## config.mk

```make
export PLATFORM = sky130hd
export DESIGN_NAME = fb_arbiter
export DESIGN_NICKNAME = d
export VERILOG_FILES = /design/src/rtl/fb_arbiter.sv
export SDC_FILE = /design/constraint.sdc
export NUM_CORES = 1
export LEC_CHECK = 0
export CAP_MARGIN = 20
export CORE_MARGIN = 1
export CORE_UTILIZATION = 50
export CTS_CLUSTER_SIZE = 14
export DETAILED_ROUTE_END_ITERATION = 7
export PLACE_DENSITY = 0.79
export SLEW_MARGIN = 0
export SYNTH_ARGS = -nofsm -noshare
export SYNTH_HDL_FRONTEND = slang
export SYNTH_SLANG_ARGS = --single-unit
```

## constraint.sdc

```tcl
create_clock -name clk_i -period 5.3 [get_ports clk_i]
set_input_delay 1.06 -clock clk_i [delete_from_list [all_inputs] [get_ports clk_i]]
set_output_delay 1.06 -clock clk_i [all_outputs]
set_load 0.05 [all_outputs]
```

## src/rtl/fb_arbiter.sv

```systemverilog
// Framebuffer RAM arbiter: fixed-latency display reads with strict priority, camera writes
// buffered in a FIFO and drained into idle RAM cycles. Define FB_ARB_ERR_CNT_EN to build err_cnt_o.
module fb_arbiter #(
    parameter int ADDR_WIDTH_g  = 19,
    parameter int DATA_WIDTH_g  = 12,
    parameter int FB_WORDS_g    = 307200,
    parameter int WFIFO_DEPTH_g = 8,
    parameter int RD_LATENCY_g  = 1
) (
    input  logic                              clk_i,
    input  logic                              rst_i,
    input  logic                              rd_req_i,
    input  logic [ADDR_WIDTH_g-1:0]           rd_addr_i,
    output logic [DATA_WIDTH_g-1:0]           rd_data_o,
    output logic                              rd_valid_o,
    input  logic                              wr_valid_i,
    output logic                              wr_ready_o,
    input  logic [ADDR_WIDTH_g-1:0]           wr_addr_i,
    input  logic [DATA_WIDTH_g-1:0]           wr_data_i,
    input  logic                              flush_i,
    output logic                              mem_en_o,
    output logic                              mem_we_o,
    output logic [ADDR_WIDTH_g-1:0]           mem_addr_o,
    output logic [DATA_WIDTH_g-1:0]           mem_wdata_o,
    input  logic [DATA_WIDTH_g-1:0]           mem_rdata_i,
    output logic [$clog2(WFIFO_DEPTH_g):0]    wfifo_level_o,
    output logic                              err_o,
    output logic [15:0]                       err_cnt_o
);

    localparam int PTR_W   = $clog2(WFIFO_DEPTH_g);
    localparam int LVL_W   = PTR_W + 1;
    localparam int VPIPE_W = RD_LATENCY_g + 1;
    localparam logic [ADDR_WIDTH_g:0] FB_LIMIT  = (ADDR_WIDTH_g+1)'(FB_WORDS_g);
    localparam logic [LVL_W-1:0]      DEPTH_LVL = LVL_W'(WFIFO_DEPTH_g);

    // State bits double as the registered RAM strobes: [1]=enable, [0]=write.
    typedef enum logic [1:0] {
        ST_IDLE = 2'b00,
        ST_RD   = 2'b10,
        ST_WR   = 2'b11
    } state_t;

    state_t                   r_state;
    state_t                   w_state_next;

    logic [ADDR_WIDTH_g-1:0]  r_fifo_addr [WFIFO_DEPTH_g];
    logic [DATA_WIDTH_g-1:0]  r_fifo_data [WFIFO_DEPTH_g];
    logic [PTR_W-1:0]         r_wr_ptr;
    logic [PTR_W-1:0]         r_rd_ptr;
    logic [LVL_W-1:0]         r_level;
    logic [LVL_W-1:0]         w_level_next;
    logic                     r_ready;

    logic                     w_push;
    logic                     w_pop;
    logic [ADDR_WIDTH_g-1:0]  w_head_addr;
    logic [DATA_WIDTH_g-1:0]  w_head_data;
    logic                     w_head_oor;
    logic                     w_rd_oor;
    logic                     w_rd_hit;
    logic                     w_wr_in_oor;

    logic [ADDR_WIDTH_g-1:0]  r_mem_addr;
    logic [DATA_WIDTH_g-1:0]  r_mem_wdata;

    logic [VPIPE_W-1:0]       r_vpipe;
    logic [VPIPE_W-1:0]       r_opipe;
    logic [VPIPE_W-1:0]       w_vpipe_next;
    logic [VPIPE_W-1:0]       w_opipe_next;
    logic                     r_rd_valid;
    logic [DATA_WIDTH_g-1:0]  r_rd_data;
    logic                     r_err;

    assign w_head_addr = r_fifo_addr[r_rd_ptr];
    assign w_head_data = r_fifo_data[r_rd_ptr];
    assign w_head_oor  = ({1'b0, w_head_addr} >= FB_LIMIT);
    assign w_rd_oor    = rd_req_i && ({1'b0, rd_addr_i} >= FB_LIMIT);
    assign w_rd_hit    = rd_req_i && !w_rd_oor;

    // Flush discards a simultaneous push; ready alone gates pushes, so full never accepts.
    assign w_push      = wr_valid_i && r_ready && !flush_i;
    assign w_wr_in_oor = w_push && ({1'b0, wr_addr_i} >= FB_LIMIT);

    // Arbitration: an in-range read owns the RAM; an out-of-range read leaves the slot to writes.
    always_comb begin
        w_state_next = ST_IDLE;
        w_pop        = 1'b0;
        if (w_rd_hit) begin
            w_state_next = ST_RD;
        end else if ((r_level != '0) && !flush_i) begin
            w_pop = 1'b1;
            if (!w_head_oor) begin
                w_state_next = ST_WR;
            end
        end
    end

    always_ff @(posedge clk_i) begin
        if (rst_i) begin
            r_state     <= ST_IDLE;
            r_mem_addr  <= '0;
            r_mem_wdata <= '0;
        end else begin
            r_state <= w_state_next;
            case (w_state_next)
                ST_RD: begin
                    r_mem_addr <= rd_addr_i;
                end
                ST_WR: begin
                    r_mem_addr  <= w_head_addr;
                    r_mem_wdata <= w_head_data;
                end
                default: begin
                end
            endcase
        end
    end

    always_comb begin
        w_level_next = r_level;
        if (flush_i) begin
            w_level_next = '0;
        end else if (w_push && !w_pop) begin
            w_level_next = r_level + LVL_W'(1);
        end else if (!w_push && w_pop) begin
            w_level_next = r_level - LVL_W'(1);
        end
    end

    always_ff @(posedge clk_i) begin
        if (rst_i) begin
            r_wr_ptr <= '0;
            r_rd_ptr <= '0;
            r_level  <= '0;
            r_ready  <= 1'b1;
        end else begin
            if (flush_i) begin
                r_wr_ptr <= '0;
                r_rd_ptr <= '0;
            end else begin
                if (w_push) begin
                    r_wr_ptr <= r_wr_ptr + PTR_W'(1);
                end
                if (w_pop) begin
                    r_rd_ptr <= r_rd_ptr + PTR_W'(1);
                end
            end
            r_level <= w_level_next;
            r_ready <= (w_level_next != DEPTH_LVL);
        end
    end

    always_ff @(posedge clk_i) begin
        if (w_push) begin
            r_fifo_addr[r_wr_ptr] <= wr_addr_i;
            r_fifo_data[r_wr_ptr] <= wr_data_i;
        end
    end

    // Read-valid and out-of-range flags travel together so the response slot stays fixed.
    assign w_vpipe_next[0] = rd_req_i;
    assign w_opipe_next[0] = w_rd_oor;
    generate
        for (genvar gi = 1; gi < VPIPE_W; gi++) begin : g_vpipe
            assign w_vpipe_next[gi] = r_vpipe[gi-1];
            assign w_opipe_next[gi] = r_opipe[gi-1];
        end
    endgenerate

    always_ff @(posedge clk_i) begin
        if (rst_i) begin
            r_vpipe    <= '0;
            r_opipe    <= '0;
            r_rd_valid <= 1'b0;
            r_rd_data  <= '0;
        end else begin
            r_vpipe    <= w_vpipe_next;
            r_opipe    <= w_opipe_next;
            r_rd_valid <= r_vpipe[RD_LATENCY_g];
            r_rd_data  <= (r_vpipe[RD_LATENCY_g] && !r_opipe[RD_LATENCY_g]) ? mem_rdata_i : '0;
        end
    end

    always_ff @(posedge clk_i) begin
        if (rst_i) begin
            r_err <= 1'b0;
        end else if (w_rd_oor || w_wr_in_oor) begin
            r_err <= 1'b1;
        end
    end

`ifdef FB_ARB_ERR_CNT_EN
    logic [15:0] r_err_cnt;
    logic [16:0] w_err_sum;

    // A read and a write can both be out of range in one cycle, hence the two-term sum.
    assign w_err_sum = {1'b0, r_err_cnt} + 17'(w_rd_oor) + 17'(w_wr_in_oor);

    always_ff @(posedge clk_i) begin
        if (rst_i) begin
            r_err_cnt <= '0;
        end else begin
            r_err_cnt <= w_err_sum[16] ? 16'hFFFF : w_err_sum[15:0];
        end
    end

    assign err_cnt_o = r_err_cnt;
`else
    assign err_cnt_o = '0;
`endif

    assign mem_en_o      = r_state[1];
    assign mem_we_o      = r_state[0];
    assign mem_addr_o    = r_mem_addr;
    assign mem_wdata_o   = r_mem_wdata;
    assign rd_valid_o    = r_rd_valid;
    assign rd_data_o     = r_rd_data;
    assign wr_ready_o    = r_ready;
    assign wfifo_level_o = r_level;
    assign err_o         = r_err;

endmodule
```

# After elaboration in Yosys (flattened, before gate mapping)
# Memory sizes are Yosys's and may differ from the RTL's. A register that Yosys moved wholly into a read port is not among the register bits.
# Cells that the tools add are included.
# totals
output_inout_bits	68
n_memories	2
elab_cells	56
reg_bits	50
ram_bits	248
input_bits	67
# classes
n_addsub	4
n_reduce_logical	19
muxes	13
eq_ne	3
bitwise	1
order_cmp	3
# mem_list
memory	depth	width	read_ports	rd_clocked_by_memory_dff	write_ports	line_no	rtl
r_fifo_addr	8	19	1	1	1	47	logic [ADDR_WIDTH_g-1:0] r_fifo_addr [WFIFO_DEPTH_g];
r_fifo_data	8	12	1	1	1	48	logic [DATA_WIDTH_g-1:0] r_fifo_data [WFIFO_DEPTH_g];
# ops
cell	n
>= comparator 19 bit, second input constant	3
one-hot mux 19 bit (2 select lines)	1
2-to-1 mux 4 bit	3
logical AND 1 bit	9
adder 3 x 1 -> 3 bit, second input constant	2
2-to-1 mux 2 bit	3
2-to-1 mux 3 bit	2
logical NOT 1 bit	5
adder 4 x 1 -> 4 bit, second input constant	1
equality test 2 bit, second input constant	2
2-to-1 mux 1 bit	4
!= test 4 bit, second input constant	1
nonzero test 4 bit	1
OR reduction 2 bit	2
subtractor 4 x 1 -> 4 bit, second input constant	1
nonzero test 2 bit	1
logical OR 1 bit	1
NOT 1 bit	1

# Depth between registers and ports, before layout
# Gate-level depths: netlist (run 1).
# logic_depth
depth_word	10
depth_mapped	9

# Least setup slack after synthesis (run 1)
# No wires, ideal clock.
# synth_path
path_type	input -> register
start	input wr_valid_i
end	memory r_fifo_addr[0][0] (enable)
setup_slack_ns	0.911
required_ns	4.842
stages	4
setup_ns	0.458
arrival_time_ns	3.931
path_cell_list	nand2_1 > clkbuf_1 > or3_1 > nor3_1
# synth_between
elab_chain_cells	4
# synth_lines
item	line_no	rtl
start: declaration	16	input logic wr_valid_i,
logical AND 1 bit (2 in series)	82	assign w_push = wr_valid_i && r_ready && !flush_i;
2-to-1 mux 1 bit	155	if (w_push) begin
2-to-1 mux 1 bit (implied by the code)	156	r_fifo_addr[r_wr_ptr] <= wr_addr_i;
end: declaration	47	
# No other way between the ends.

==> metrics.csv, run 1 <==
stage,metric,value,unit
synth,yosys.area.top_type,edfxtp_1,
clock_network,root_buffer,clkbuf_16,
layout,synthToLayoutAreaGrowth,20.5,%
clock_network,ctsHoldBuffers,0,
layout,antennaDiodeCount,0,
sta,clock-skew-final,0.0245,ns
die,rows,56,
die,die_w,157,µm
sta,fin_crit_sh,70.3,%
clock_network,clk_pin_slew,0.06,ns
detailed_routing,avgRoutedWirePerCell,21.5,µm
sta,period_minus_slack,3.72,ns
detailed_routing,wl,24300,µm
die,coreArea,23500,µm²
synth,ys_warn_count,0,
synth,netlist_top_cells_area,"edfxtp_1 (62%), mux4_2 (11%), dfxtp_1 (11%)",
global_route,grt_pass1_wl,37600,µm
sta,rsz0062_at_grt,no,
placed_design,placed_cells,1072,
sta,finalSetupViolations,0,
synth,ys.flop_type,edfxtp_1,
layout,final_cell_mix,"edfxtp_1 (248), clkdlybuf4s50_1 (117), dfxtp_1 (62)",
clock_network,htreeDepth,1,
global_route,global_route.overflow_total,0,
global_route,antenna_found_initial,0,
detailed_routing,drc,0,
pwr,p_per_area,345,nW/µm²
critical_path,worstSetupStartpointType,register,
clock_network,postCtsSetupRepairBufs,0,
synth,synth.yosys.seq_area_share,73.2,%
sta,timing.fmax,269,MHz
pwr,leakagePower,4.52,nW
job,max_cap_viol_count,0,
sta,final_hold_viol_count,0,
clock_network,clock_path_buffers,3,
die,die-area,24500,µm²
synth,yosysTopAreaCellShare,62.3,%
global_route,grt_pass1_vias,6519,
detailed_routing,viasPerCell,5.74,
layout,final_nets,857,
clock_network,clkLatencyLatePin,0.56,ns
pwr,peakVddDrop,250,µV
die,io_pins,135,
synth,synth-seq-cells,313,
clock_network,clock-sinks,313,
min_path,hold_class,register to register,
critical_path,arrival,4.18,ns
die,dieHeight,157,µm
global_route,grt_max_degree,42,
min_path,hold_depth,1,
clock_network,cts_resized,0,
critical_path,path_max_fanout,37,
synth,avgSynthCellArea,18.1,µm²
detailed_routing,dr.pass1.iters,7,
detailed_routing,ant_nets,0,
run_status,outcome,completed,
placed_design,gp_congestion,0.787,
global_route,track_usage,20.7,%
sta,relSlewSlack,27.6,%
placed_design,dp_hpwl,14500,µm
layout,fin_util,61.3,%
layout,final_common_cell,edfxtp_1,
detailed_routing,drtIter0Drc,664,
sta,setup_ws,1.58,ns
sta,finalMaxSlewViolations,0,
die,start_util,50.9,%
critical_path,crit_type,register to register,
synth,synth_edf_count,248,
synth,synth-async-reset-ratio,0,%
synth,synth_area,11900,µm²
clock_network,cts_tree,yes,
sta,timing.setup.tns,0,ns
layout,layout-drive-gt1-share,17.5,%
critical_path,crit_required,5.75,ns
clock_network,numCtsBuffers,30,
placed_design,dp_slack,1.31,ns
synth,netlist_instances,661,
critical_path,reg2regPathDepth,7,
critical_path,crit_path_end_kind,register,
placed_design,port_buffers,118,
detailed_routing,vias,6479,
layout,instances_no_fill,1129,
sta,tightest_slew,1.08,ns
synth,yosysUniqueCellTypes,45,
-- layout make-up --
class	count	area, µm²
tap	319	399
multi-input combinational	306	3010
fill	1641	9080
inverter	4	15.0
clock inverter	14	72.6
clock buffer	42	806
sequential	313	8750
timing repair buffer	131	1340
-- logic make-up after synthesis --
family / synth area share (%)
flip-flops: 73.2
AO/OA/AOI/OAI: 4.26
XOR/XNOR: 0.513
AND/OR/NAND/NOR: 4.04
other: 0.0314
multiplexers: 14.8
adder cells (fa/ha/maj): 0.587
buffers and inverters: 2.57
-- Yosys cell counts (3+ instances only) --
| master | count |
|---|---|
| clkbuf_1 | 20 |
| edfxtp_1 | 248 |
| nand2_1 | 13 |
| mux2_2 | 18 |
| a21oi_1 | 23 |
| buf_6 | 3 |
| ha_1 | 4 |
| buf_4 | 16 |
| mux2i_1 | 21 |
| a211o_1 | 3 |
| inv_1 | 4 |
| nor2_1 | 33 |
| a211oi_1 | 15 |
| mux4_2 | 58 |
| a31oi_1 | 3 |
| a22oi_1 | 14 |
| mux2_1 | 4 |
| nand3_1 | 19 |
| nor3_1 | 6 |
| buf_1 | 6 |
| o21a_1 | 3 |
| o21ai_0 | 6 |
| xnor2_1 | 5 |
| and2_1 | 14 |
| buf_2 | 8 |
| nor2b_1 | 5 |
| dfxtp_1 | 65 |
-- registers in the layout, summed over array words and instances (netlist names), named ones only --
name / cells
r_wr_ptr: 3
wfifo_level_o: 4
rd_valid_o: 1
wr_ready_o: 1
r_rd_ptr: 3
r_fifo_addr: 152
err_o: 1
mem_addr_o: 19
r_state: 2
r_vpipe: 2
r_opipe: 2
rd_data_o: 12
mem_wdata_o: 12
r_fifo_data: 96
-- per-layer routing --
layer | GRT usage (%) | up-vias | wire, µm | share of wire [%]
met5 | 0 | - | 0 | 0
met4 | 6.40 | 0 | 664 | 2.7
met3 | 3.24 | 47 | 1890 | 7.8
met2 | 34.7 | 325 | 12000 | 49
met1 | 28.0 | 3276 | 9770 | 40
li1 | - | 2831 | - | -
-- power breakdown --
part	total [mW]	internal (mW)	switching (mW)
sequential	2.70	2.68	0.0194
clock	1.92	1.06	0.859
combinational	0.345	0.134	0.212
total	4.96	3.87	1.09
-- path summary, 6_finish.rpt --
check	startpoint	end	slack, ns
max	register	mem_wdata_o[7]	1.58
min	r_opipe[0]	r_opipe[1]	0.44
max reg2reg	register	mem_wdata_o[7]	1.58
min reg2reg	r_opipe[0]	r_opipe[1]	0.44
-- worst max-delay path, stage by stage, from the launching register on --
cell	delay, ns
dfxtp_2	1.00
mux4_2	0.62
mux2_2	0.33
and2_1	0.22
a211oi_4	0.88
buf_12	0.26
nor2_1	0.06
a211oi_1	0.25
-- metrics by stage --
stage          total power, mW  area (µm²)  hold WS (ns)
6_report                  4.96       14400         0.442
4_1_cts                   5.00       14400         0.445
5_1_grt                   5.12       14400         0.459
3_5_place_dp              3.10       13500         0.432
2_1_floorplan             2.96       12000         0.414
3_3_place_gp              3.09       13400         0.428
No activity file was read; power rests on OpenSTA's default activity.
==> run 2, diff against run 1 <==
clock period = 3.89 ns   (was 5.3 ns; I/O delays follow)
==> run 2 against run 1 <==
  * Non-clock buffer count up 8
  * Via count is 1.5% lower
  * Critical path depth fell by 1
  * Critical path type unchanged
  * Final area rose by 1.3%
==> metrics.csv, run 2 (synthesis gave the netlist of run 1 again) <==
stage,metric,value,unit,change
placed_design,placed_cells,1081,,+0.84%
detailed_routing,drtIter0Drc,460,,-31%
min_path,min_from,r_vpipe[0],,
clock_network,numCtsBuffers,30,,unchanged
placed_design,port_buffers,118,,unchanged
min_path,hold_depth,1,,unchanged
placed_design,dp_slack,0.593,ns,-0.713 ns
critical_path,worstSetupStartpointType,register,,
sta,period_minus_slack,3.14,ns,-0.583 ns
clock_network,ctsHoldBuffers,0,,unchanged
layout,instances_no_fill,1136,,+0.62%
critical_path,crit_chain,mux2i_1 > mux4_2 > o21ai_0 > a211o_1 > nand2_1 > o21a_1,,
global_route,antenna_found_initial,0,,unchanged
layout,final_common_cell,edfxtp_1,,
die,io_pins,135,,unchanged
sta,finalMaxSlewViolations,0,,unchanged
critical_path,crit_path_end_kind,register,,
critical_path,path_max_fanout,24,,-35%
critical_path,cp_slowest_stage_delay,0.80,ns,-0.20 ns
die,coreArea,23500,µm²,unchanged
global_route,global_route.overflow_total,0,,unchanged
critical_path,r2r-end,mem_addr_o[12],,
pwr,leakagePower,4.60,nW,+1.7%
clock_network,postCtsSetupRepairBufs,0,,unchanged
clock_network,cts_resized,0,,unchanged
layout,synthToLayoutAreaGrowth,22.1,%,
pwr,p_per_area,488,nW/µm²,+41%
sta,timing.setup.tns,0,ns,unchanged
detailed_routing,dr.pass1.iters,5,,-2
layout,top_register,r_fifo_addr,,
global_route,grt_pass1_vias,6510,,-0.14%
critical_path,regToRegSetupSlack,0.75,ns,-0.83 ns
critical_path,crit_required,4.32,ns,-1.43 ns
sta,rsz0062_at_grt,no,,
sta,tightest_slew,0.949,ns,-0.135 ns
layout,seq_area,8750,µm²,unchanged
sta,timing.fmax,318,MHz,+19%
critical_path,cp_num_buf_inv,0,,-1
sta,finalSetupViolations,0,,unchanged
sta,fin_crit_sh,80.8,%,+10 points
clock_network,clkLatencyLatePin,0.56,ns,about the same
detailed_routing,drc,0,,unchanged
sta,clock-skew-final,0.0271,ns,+0.00261 ns
global_route,grt_max_degree,41,,-2.4%
layout,largest_reg_flops,152,,unchanged
global_route,track_usage,20.3,%,-0.38 points
die,start_util,50.9,%,unchanged
clock_network,clock-sinks,313,,unchanged
detailed_routing,avgRoutedWirePerCell,21.0,µm,-2.6%
die,rows,56,,unchanged
placed_design,dp_hpwl,14800,µm,+2.1%
layout,fill_cells,1611,,-1.8%
critical_path,cp_slowest_cell,dfxtp_2,,
layout,multiInputGateArea,3020,µm²,+0.42%
detailed_routing,ant_nets,0,,unchanged
placed_design,gp_congestion,0.805,,+2.4%
min_path,hold_class,register to register,,
clock_network,clock_path_buffers,3,,unchanged
layout,final_nets,865,,+0.93%
clock_network,root_buffer,clkbuf_16,,
sta,final_hold_viol_count,0,,unchanged
min_path,whs_endpoint,r_vpipe[1],,
die,die-area,24500,µm²,unchanged
job,max_cap_viol_count,0,,unchanged
critical_path,reg2regPathDepth,6,,-1
layout,final_cell_mix,"edfxtp_1 (248), clkdlybuf4s50_1 (118), dfxtp_1 (62)",,
layout,antennaDiodeCount,0,,unchanged
detailed_routing,wl,23800,µm,-2.0%
sta,relSlewSlack,36.7,%,+9.1 points
clock_network,htreeDepth,1,,unchanged
critical_path,arrival,3.57,ns,-0.61 ns
die,dieHeight,157,µm,unchanged
global_route,grt_pass1_wl,37100,µm,-1.5%
layout,layout-drive-gt1-share,19.2,%,+1.7 points
critical_path,crit_type,register to register,,
detailed_routing,viasPerCell,5.62,,-2.1%
clock_network,cts_tree,yes,,
detailed_routing,vias,6383,,-1.5%
sta,setup_ws,0.748,ns,-0.827 ns
critical_path,crit_family,compound AO/OA/AOI/OAI gates,,
run_status,outcome,completed,,
clock_network,clk_pin_slew,0.06,ns,about the same
die,die_w,157,µm,unchanged
pwr,peakVddDrop,352,µV,+41%
[run 2: cell count changes in the layout (fill, tap and decap cells not counted)]
cell and change:
clkinv_1 -4, clkbuf_1 -5, clkdlybuf4s50_1 +1, buf_2 -1, nor3_4 +2, buf_16 -2, bufinv_16 +4, clkinvlp_4 +5
nor3_2 -2, clkbuf_8 +4, clkinv_2 -5, buf_4 +10
[run 2: worst max-delay path by stage]
stage / cells past startpoint / slack (ns) / startpoint / to
3_5_place_dp: 5 / 0.59 / wr_valid_i / r_fifo_data[6][0]
6_report: 6 / 0.75 / register / mem_addr_o[12]
4_1_cts: 6 / 0.72 / register / mem_addr_o[17]
2_1_floorplan: 4 / 0.61 / wr_valid_i / r_fifo_addr[2][0]
3_3_place_gp: 5 / 0.64 / wr_valid_i / r_fifo_data[6][11]
5_1_grt: 6 / 0.57 / register / mem_addr_o[13]
[run 2: metrics by stage]
| step | hold WS (ns) | utilization, % | cell area, µm² | power (mW) |
|---|---|---|---|---|
| 2_1_floorplan | 0.414 | - | 12000 | 4.03 |
| 3_3_place_gp | 0.416 | 57.7 | 13600 | 4.22 |
| 3_5_place_dp | 0.424 | 57.7 | 13600 | 4.23 |
| 4_1_cts | 0.438 | 62.1 | 14600 | 7.17 |
| 5_1_grt | 0.456 | 62.1 | 14600 | 7.33 |
| 6_report | 0.438 | 62.1 | 14600 | 7.12 |
[run 2: final cells by class]
class	instances	area share, %
Multi-Input combinational cell	306	20.7
Sequential cell	313	60.0
Inverter	4	0.103
Timing Repair Buffer	139	9.35
Tap cell	319	2.74
Clock inverter	14	1.30
Clock buffer	41	5.77
[run 2: layer usage]
| layer | routed length, µm | part of all wire [%] | vias up | track usage (%) |
|---|---|---|---|---|
| met5 | 0 | 0 | - | 0 |
| met4 | 466 | 2.0 | 0 | 5.28 |
| met3 | 1560 | 6.6 | 41 | 3.57 |
| met2 | 11400 | 48 | 245 | 33.3 |
| met1 | 10400 | 43 | 3245 | 28.3 |
| li1 | - | - | 2852 | - |
[run 2: power breakdown]
group          switching (mW)  internal, mW
clock network            1.18          1.78
logic                   0.292         0.184
registers              0.0262          3.66
total                    1.50          5.62
